==> config.mk <==
export PLATFORM = sky130hd
export DESIGN_NAME = acc_drv
export DESIGN_NICKNAME = d
export VERILOG_FILES = /design/src/rtl/acc_drv.sv
export SDC_FILE = /design/constraint.sdc
export NUM_CORES = 1
export LEC_CHECK = 0
export CORE_MARGIN = 4
export CORE_UTILIZATION = 31
export CTS_CLUSTER_DIAMETER = 30
export DETAILED_ROUTE_END_ITERATION = 12
export PLACE_DENSITY_LB_ADDON = 0.1
export SYNTH_ARGS = -nofsm -noshare
export SYNTH_HDL_FRONTEND = slang
export SYNTH_SLANG_ARGS = --single-unit
==> constraint.sdc <==
create_clock -name clk -period 1.7 [get_ports clk]
set_clock_uncertainty 0.1 [all_clocks]
set_input_delay 0.17 -clock clk [delete_from_list [all_inputs] [get_ports clk]]
set_output_delay 0.17 -clock clk [all_outputs]
set_load 0.02 [all_outputs]
==> src/rtl/acc_drv.sv <==
// rtl/acc_drv.sv - sequencer that clears an external acc, streams i_len operands into it, and returns the sum
// Operands pass straight through to the accumulator; the result is captured one cycle after the last beat.
module acc_drv #(
   parameter int WIDTH = 32,
   parameter int FRAC  = 24,
   parameter int CNT_W = 8
) (
   input  logic             clk,
   input  logic             rst,
   input  logic             i_start,
   input  logic [CNT_W-1:0] i_len,
   output logic             o_busy,
   input  logic             i_valid,
   output logic             o_ready,
   input  logic [WIDTH-1:0] i_data,
   output logic             o_acc,
   output logic [WIDTH-1:0] o_acc_data,
   output logic             o_acc_clr,
   input  logic [WIDTH-1:0] i_acc_sum,
   output logic             o_valid,
   input  logic             i_ready,
   output logic [WIDTH-1:0] o_data
);

   localparam logic [2:0] S_IDLE = 3'd0;
   localparam logic [2:0] S_CLR  = 3'd1;
   localparam logic [2:0] S_RUN  = 3'd2;
   localparam logic [2:0] S_WAIT = 3'd3;
   localparam logic [2:0] S_DONE = 3'd4;

   // FRAC only describes the fixed-point format of the stream; values are never rescaled here.
   if (FRAC > WIDTH) begin : g_frac_wider_than_word
   end

   logic [2:0]       r_state;
   logic [CNT_W-1:0] r_count;
   logic [WIDTH-1:0] r_data;
   logic             w_beat;

   assign o_busy     = (r_state != S_IDLE);
   assign o_ready    = (r_state == S_RUN);
   assign w_beat     = i_valid & o_ready;
   assign o_acc      = w_beat;
   assign o_acc_data = w_beat ? i_data : '0;
   assign o_acc_clr  = (r_state == S_CLR);
   assign o_valid    = (r_state == S_DONE);
   assign o_data     = r_data;

   always_ff @(posedge clk) begin
      if (rst) begin
         r_state <= S_IDLE;
         r_count <= '0;
         r_data  <= '0;
      end else begin
         case (r_state)
            S_IDLE: begin
               if (i_start) begin
                  r_count <= i_len;
                  r_state <= S_CLR;
               end
            end
            S_CLR: begin
               r_state <= (r_count != '0) ? S_RUN : S_WAIT;
            end
            S_RUN: begin
               if (w_beat) begin
                  r_count <= r_count - 1'b1;
                  if (r_count == CNT_W'(1))
                     r_state <= S_WAIT;
               end
            end
            // The accumulator registered the last term on the previous edge, so its output is final now.
            S_WAIT: begin
               r_data  <= i_acc_sum;
               r_state <= S_DONE;
            end
            S_DONE: begin
               if (i_ready)
                  r_state <= S_IDLE;
            end
            default: begin
               r_state <= S_IDLE;
            end
         endcase
      end
   end

endmodule

# Word level (Yosys, flattened, before mapping)
# Index checks and enable logic that the tools add are counted.
[word_totals]
register_bits = 43
input_bits = 77
out_inout_bits = 69
wordCells = 30
[op_classes]
n_addsub = 1
eq_ne = 9
mux = 10
n_bitwise = 1
reduce_logical = 6
[op_table]
columns = ["cell", "n"]
rows = [
  ["32-bit two-way mux", 1],
  ["8-bit two-way mux", 2],
  ["8-bit case mux with 2 select lines", 1],
  ["3-bit case mux with 5 select lines", 1],
  ["3-bit two-way mux", 4],
  ["8-bit by 1-bit equality test with 1-bit output, second input constant", 1],
  ["8-bit nonzero test", 1],
  ["8-bit by 1-bit subtractor with 8-bit output, second input constant", 1],
  ["3-bit by 2-bit equality test with 1-bit output, second input constant", 2],
  ["2-bit by 1-bit != test with 1-bit output, second input constant", 3],
  ["4-bit AND reduction", 1],
  ["3-bit by 1-bit equality test with 1-bit output, second input constant", 1],
  ["3-bit equality test, second input constant", 1],
  ["3-bit logical NOT", 1],
  ["3-bit AND reduction", 1],
  ["3-bit nonzero test", 1],
  ["2-bit != test, second input constant", 1],
  ["2-bit nonzero test", 1],
  ["1-bit AND", 1],
  ["1-bit two-way mux", 1],
]

# Depth between registers and ports, before layout
# Gate-level depths: netlist of run 1.
[logic_depth]
word_depth = 4
ltp_mapped = 8
ltp_nobuf = 6

# Worst setup path before layout of run 1
# No wires, ideal clock.
[synth_path]
path_type = "register -> output"
from = "register r_state[0]"
to = "output port o_acc_data[23]"
t_arrival_ps = 1452
required_time_ps = 1430
path_slack_ps = -22
stages_incl_launch_ff = 7
cell_sequence = "dfxtp_1 buf_2 or3b_1 buf_6 clkinv_4 buf_2 and3_1"
[synth_via]
elab_chain_cells = 3
[synth_rtl]
columns = ["item", "line", "text"]
rows = [
  ["start: declaration", "35", "logic [2:0] r_state;"],
  ["start signal: assignment", "63", "r_state <= (r_count != '0) ? S_RUN : S_WAIT;"],
  ["3-bit by 2-bit equality test with 1-bit output", "41", "assign o_ready = (r_state == S_RUN);"],
  ["net o_ready", "14", "output logic o_ready,"],
  ["1-bit AND", "42", "assign w_beat = i_valid & o_ready;"],
  ["32-bit two-way mux", "44", "assign o_acc_data = w_beat ? i_data : '0;"],
  ["end: declaration", "17", "output logic [WIDTH-1:0] o_acc_data,"],
]
# The timed path passes the listed nets, and every way through them passes these cells.

# Final worst setup path of run 1
[layout_path]
from = "register r_state[0]"
to = "output port o_acc_data[14]"
[layout_via]
elab_chain_cells = 3
[layout_rtl]
columns = ["item", "line"]
rows = [
  ["3-bit by 2-bit equality test with 1-bit output", "41"],
  ["1-bit AND", "42"],
  ["32-bit two-way mux", "44"],
]
# Every way passes these cells.

==> results of run 1 <==
repair_timing:
| action | CTS | global route |
|---|---|---|
| gates resized for setup | 175 | 65 |
| endpoints found under the setup margin | 41 | 43 |
| hold buffers | 0 | 0 |
| cloned | 2 | 2 |
| buffers inserted | 2 | 1 |
| pin swaps | 0 | 12 |
routing by layer:
layer	vias to the layer above	part of all wire (%)	track usage, %
met4	0	1.3	5.55
met3	8	6.1	4.06
li1	1228	-	-
met5	-	0	0
met2	60	50	27.7
met1	1053	42	22.0
where the power goes:
| group | internal (mW) | total, mW | switching [mW] |
|---|---|---|---|
| clock network | 0.274 | 0.588 | 0.313 |
| registers | 1.10 | 1.15 | 0.0531 |
| logic | 0.755 | 1.48 | 0.723 |
| total | 2.13 | 3.21 | 1.09 |
per-stage QoR:
stage | area, um^2 | std cells
after detailed placement | 3680 | 488
after CTS | 3840 | 498
after floorplan | 2080 | 267
final | 3930 | 501
after global placement | 3680 | 488
after global routing | 3930 | 501
cells in the final DEF (no fill, tap or decap), drive strengths merged, types with 2 or more instances in the layout:
cell | Yosys | routed
clkinv | 1 | 2
nor3 | 5 | 5
nor3b | 3 | 3
o21ai | 7 | 7
nand2 | 68 | 68
clkdlybuf4s50 | 0 | 107
nand2b | 4 | 4
o32ai | 2 | 2
clkbuf | 17 | 7
a21oi | 43 | 43
buf | 7 | 62
dfxtp | 43 | 43
nor4 | 2 | 2
and3 | 32 | 32
ha | 3 | 3
inv | 2 | 5
nor2 | 7 | 7
or3 | 2 | 2
or3b | 2 | 2
and2 | 5 | 5
layout make-up:
class / count / area (um^2)
Clock buffer: 6 / 72.6
Timing Repair inverter: 4 / 42.5
Tap cell: 77 / 96.3
Timing Repair Buffer: 171 / 1650
Multi-Input combinational cell: 197 / 1180
Sequential cell: 43 / 863
Fill cell: 586 / 2450
Inverter: 3 / 23.8
state kept, by name (all words and copies together), names as in the netlist:
name / flops
r_count: 8
o_data: 32
r_state: 3
synth_stat cells, types with 3 or more instances:
master    number
dfxtp_1       43
nor2_1         7
ha_1           3
and2_0         3
nor3_1         4
clkbuf_1      17
nand2b_1       4
o21ai_0        5
nor3b_1        3
buf_6          3
nand2_1       68
buf_2          3
a21oi_1       43
and3_1        32
how the worst max path moves through the flow:
stage / endpoint / slack [ns] / cells past startpoint
floorplan: o_acc_data[23] / 0.005 / 6
global placement: o_acc_data[23] / -0.30 / 4
detailed placement: o_acc_data[27] / -0.31 / 4
CTS: o_acc_data[22] / -0.19 / 4
global route: o_acc_data[14] / -0.22 / 5
finish: o_acc_data[14] / -0.17 / 5
cell families after synthesis:
group	share of synthesized area [%]
compound gates	16.2
xor+xnor	0.429
mux	0.551
simple gates	32.2
flops	42.2
buf+inv	6.68
fa+ha+maj	1.84
==> out/metrics.cfg, run 1 <==
[floorplan]
initial_core_util_pct=32.0
die_w_um=89.2
rows=29
dieArea_um2=7950
core_area_um2=6390
die_y_um=89.2
num_io_pins=146

[timing]
slew_headroom_pct=64.5
drv_slew=0
finalCritPeriodShare_pct=110
fin_tns_setup_ns=-3.88
worst_pin_slew_ns=0.532
rsz0062_at_grt=yes
max_freq_ghz=0.534
timing.final.crit_period_ns=1.87
worst_slack_ns=-0.174
hold_violations=0
finalSetupViolCount=35
whs_ns=0.273

[detailed_routing]
drtIter0Drc=79
drc=0
drt-wirelength-per-cell_um=14.6
vias=2349
postRouteAntennaNets=0
drt-total-wl_um=7310
drtPass1Iterations=4
via_per_inst=4.69

[finish]
final_core_util_pct=61.6
nets=505
area_growth_pct=92.6
diodes=0
drive_above_1_share_pct=27.8

[worst_hold_path]
min_to=r_count[2]$_SDFFE_PP0P_
holdPathStages=2
hold_path.startpoint=rst
hp-class=primary input to flip-flop

[logic_synthesis]
synth_area_per_cell_um2=7.65
yosysTopAreaCell=dfxtp_1
yosysWarnings=0
synthArstFlopShare_pct=0
synth_seq_cells=43
synth.top_cell.area_share_pct=42.2
yosysSeqAreaShare_pct=42.2
synth_cell_types=38
synth_ff_type=dfxtp_1
synth-edff-count=0
synth_area_um2=2040
netlist_instances=267
syn_nets=347
yosys-top-cells-area=dfxtp_1, nand2_1, a21oi_1, and3_1, clkbuf_1

[global_routing]
overflow=0
grt_start_max_net_pins=28
grt_pass1_wl_um=10700
antenna_found_initial=0
grt.total_usage_pct=17.0
grt_pass1_vias=2205

[power]
irDropWorstVdd_mv=0.649
power_leakage_nw=1.56
finalPower_mw=3.21
cellPowerDensity_nw_per_um2=818

[clock_network]
clock_path_buffers=2
h-tree-depth=2
cts_sinks=43
insertion_delay_ns=0.28
numCtsBuffers=5
cts.root.buffer_cell=clkbuf_8
clk_pin_slew_ns=0.08
cts_tree=yes

[place]
pre_cts_slack_ns=-0.310
gp_congestion=0.709
hpwl_um=5170
portBuffers=145

[job]
drv_cap=0

[outcome]
violations=setup timing
outcome=complete, but fails checks

[critical_path]
r2r-end=r_count[5]$_SDFFE_PP0P_
cpMostUsedCell=buf_6
critical_path.startpoint=r_state[0]$_SDFFE_PP0P_
crit_arrival_ns=1.60
cpLargestDelayFamily=simple AND/OR/NAND/NOR gates
critPathSlowestCell=or3b_4
crit_buf_inv=3
cp-start-kind=flip-flop
path_cells=or3b_4 > buf_6 > clkinv_8 > and3_2 > buf_6
worst_setup_path_end_kind=primary output
r2r_cells=6
worstSetupPathType=flip-flop to primary output
crit_fanout=9
rr_startpoint=r_state[0]$_SDFFE_PP0P_
critical_path.max_stage_delay_ns=0.47
r2r_setup_slack_ns=-0.05
crit_required_ns=1.43

Power figures use the tool's default switching activity.
==> inputs of run 2 (changes only) <==
--- a/config.mk
+++ b/config.mk
@@ -9,6 +9,7 @@
 export CORE_UTILIZATION = 31
 export CTS_CLUSTER_DIAMETER = 30
 export DETAILED_ROUTE_END_ITERATION = 12
+export GPL_TIMING_DRIVEN = 0
 export PLACE_DENSITY_LB_ADDON = 0.1
 export SYNTH_ARGS = -nofsm -noshare
 export SYNTH_HDL_FRONTEND = slang
==> run 2 against run 1 <==
  * The run still ends with setup timing left
  * Worst setup slack got worse by 0.031 ns
  * Fmax decreased by 1.6%
  * Non-clock buffer count rose by 11
  * Combinational power is 10% higher
  * Sequential power about the same
  * Final cell count rose by 1.6%
  * Register-to-register slack lost 0.09 ns
  * Critical path depth did not move
  * Sequential share of layout area is 0.87 points lower
==> out/metrics.cfg, run 2 (synthesis gave the netlist of run 1 again) <==
[outcome]
outcome=complete, but fails checks
violations=setup timing

[floorplan]
initial_core_util_pct=32.0  ; unchanged
rows=29  ; unchanged
dieArea_um2=7950  ; unchanged
die_w_um=89.2  ; unchanged
die_y_um=89.2  ; unchanged
core_area_um2=6390  ; unchanged
num_io_pins=146  ; unchanged

[timing]
finalSetupViolCount=40  ; +14%
worst_pin_slew_ns=0.482  ; -0.0497 ns
rsz0062_at_grt=yes
worst_slack_ns=-0.205  ; -0.0307 ns
max_freq_ghz=0.525  ; -1.6%
slew_headroom_pct=67.8  ; +3.3 points
finalCritPeriodShare_pct=112  ; +1.8 points
timing.final.crit_period_ns=1.90  ; +0.0307 ns
fin_tns_setup_ns=-6.71  ; -2.83 ns
hold_violations=0  ; unchanged
drv_slew=0  ; unchanged

[critical_path]
crit_required_ns=1.43  ; about the same
worstSetupPathType=flip-flop to primary output
critPathSlowestCell=or3b_4
crit_fanout=8  ; -1
cp-start-kind=flip-flop
crit_arrival_ns=1.63  ; +0.03 ns
worst_setup_path_end_kind=primary output
path_cells=or3b_4 > clkinv_8 > clkbuf_16 > and3_4 > buf_6
critical_path.max_stage_delay_ns=0.44  ; -0.03 ns
cpLargestDelayFamily=simple AND/OR/NAND/NOR gates
crit_buf_inv=3  ; unchanged

[clock_network]
insertion_delay_ns=0.29  ; about the same
cts_sinks=43  ; unchanged
h-tree-depth=2  ; unchanged
clk_pin_slew_ns=0.08  ; about the same
numCtsBuffers=5  ; unchanged
clock_path_buffers=2  ; unchanged
cts.root.buffer_cell=clkbuf_8
cts_hold_buf=0  ; unchanged
cts_tree=yes

[finish]
finish.instance_area_um2=4130  ; +5.0%
mostFrequentLayoutCell=clkdlybuf4s50_1
final_cell_mix=clkdlybuf4s50_1, nand2_1, a21oi_1, buf_6, dfxtp_1
drive_above_1_share_pct=29.2  ; +1.3 points
diodes=0  ; unchanged
finalNonFillerCells=509  ; +1.6%
largest_reg_flops=32  ; unchanged
nets=512  ; +1.4%
area_growth_pct=102

[place]
hpwl_um=5360  ; +3.5%
dp_cells=488  ; unchanged
dpl_cell_area_um2=3610  ; -1.9%
gp_congestion=0.750  ; +5.8%
portBuffers=144  ; -0.69%

[detailed_routing]
drtIter0Drc=85  ; +7.6%
drt-total-wl_um=7390  ; +1.1%
drtPass1Iterations=4  ; unchanged
drt-wirelength-per-cell_um=14.5  ; -0.50%
vias=2449  ; +4.3%
drc=0  ; unchanged
postRouteAntennaNets=0  ; unchanged
via_per_inst=4.81  ; +2.6%

[worst_hold_path]
hp-class=primary input to flip-flop

[power]
irDropWorstVdd_mv=0.493  ; -24%
power_leakage_nw=1.57  ; +0.90%
cellPowerDensity_nw_per_um2=839  ; +2.6%

[global_routing]
grt_pass1_wl_um=10600  ; -0.46%
antenna_found_initial=0  ; unchanged
grt_pass1_vias=2248  ; +2.0%
overflow=0  ; unchanged
grt.total_usage_pct=17.0  ; +0.047 points
grt_start_max_net_pins=13  ; -54%

[job]
drv_cap=0  ; unchanged

run 2: cell count changes in the layout (fill, tap and decap cells not counted), sizes merged:
cell,previous run,this run
inv,5,2
clkdlybuf4s15,1,0
buf,62,59
clkbuf,7,22
run 2: power by group:
part	total, mW	leakage, nW	internal [mW]	switching [mW]
sequential	1.18	0.351	1.10	0.0865
clock	0.653	0.0470	0.319	0.334
combinational	1.63	1.18	0.881	0.747
run 2: cell type report:
type	count	area, um^2
fillers	533	2260
repair buffers	161	1640
multi-input cells	197	1260
flip-flops and latches	43	871
plain buffers	21	146
well taps	77	96.3
clock buffers	6	82.6
inverters	3	23.8
clock inverters	1	5.00
run 2: worst paths after layout:
path | from | end | slack, ns | cells after the start
min | rst | r_count[0]$_SDFFE_PP0P_ | 0.27 | 2
max | r_state[2]$_SDFFE_PP0P_ | o_acc_data[27] | -0.20 | 5
max reg2reg | r_state[2]$_SDFFE_PP0P_ | r_count[5]$_SDFFE_PP0P_ | -0.14 | 7
min reg2reg | o_data[11]$_SDFFE_PP0P_ | o_data[11]$_SDFFE_PP0P_ | 0.35 | 2
run 2: per-stage QoR:
step           total power [mW]  util, %  hold WS (ns)  setup WS, ns
4_1_cts                    3.31     61.8         0.268        -0.269
5_1_grt                    3.69     64.7         0.302        -0.255
3_3_place_gp               2.39     56.6         0.342        -0.668
2_1_floorplan              1.88        -         0.206       0.00498
6_report                   3.47     64.7         0.266        -0.205
3_5_place_dp               2.41     56.6         0.347        -0.686
run 2: routing by layer:
| metal | up-vias | track usage [%] | part of all wire, % |
|---|---|---|---|
| li1 | 1239 | - | - |
| met1 | 1147 | 22.1 | 41 |
| met2 | 55 | 27.0 | 51 |
| met3 | 8 | 5.25 | 6.1 |
| met4 | 0 | 5.28 | 1.6 |
| met5 | - | 0 | 0 |
run 2: repair_timing:
item / CTS / global route
cloned: 3 / 1
endpoints found under the setup margin: 39 / 74
resized for setup: 258 / 48
buffers inserted: 8 / 5
pin swaps: 15 / 14
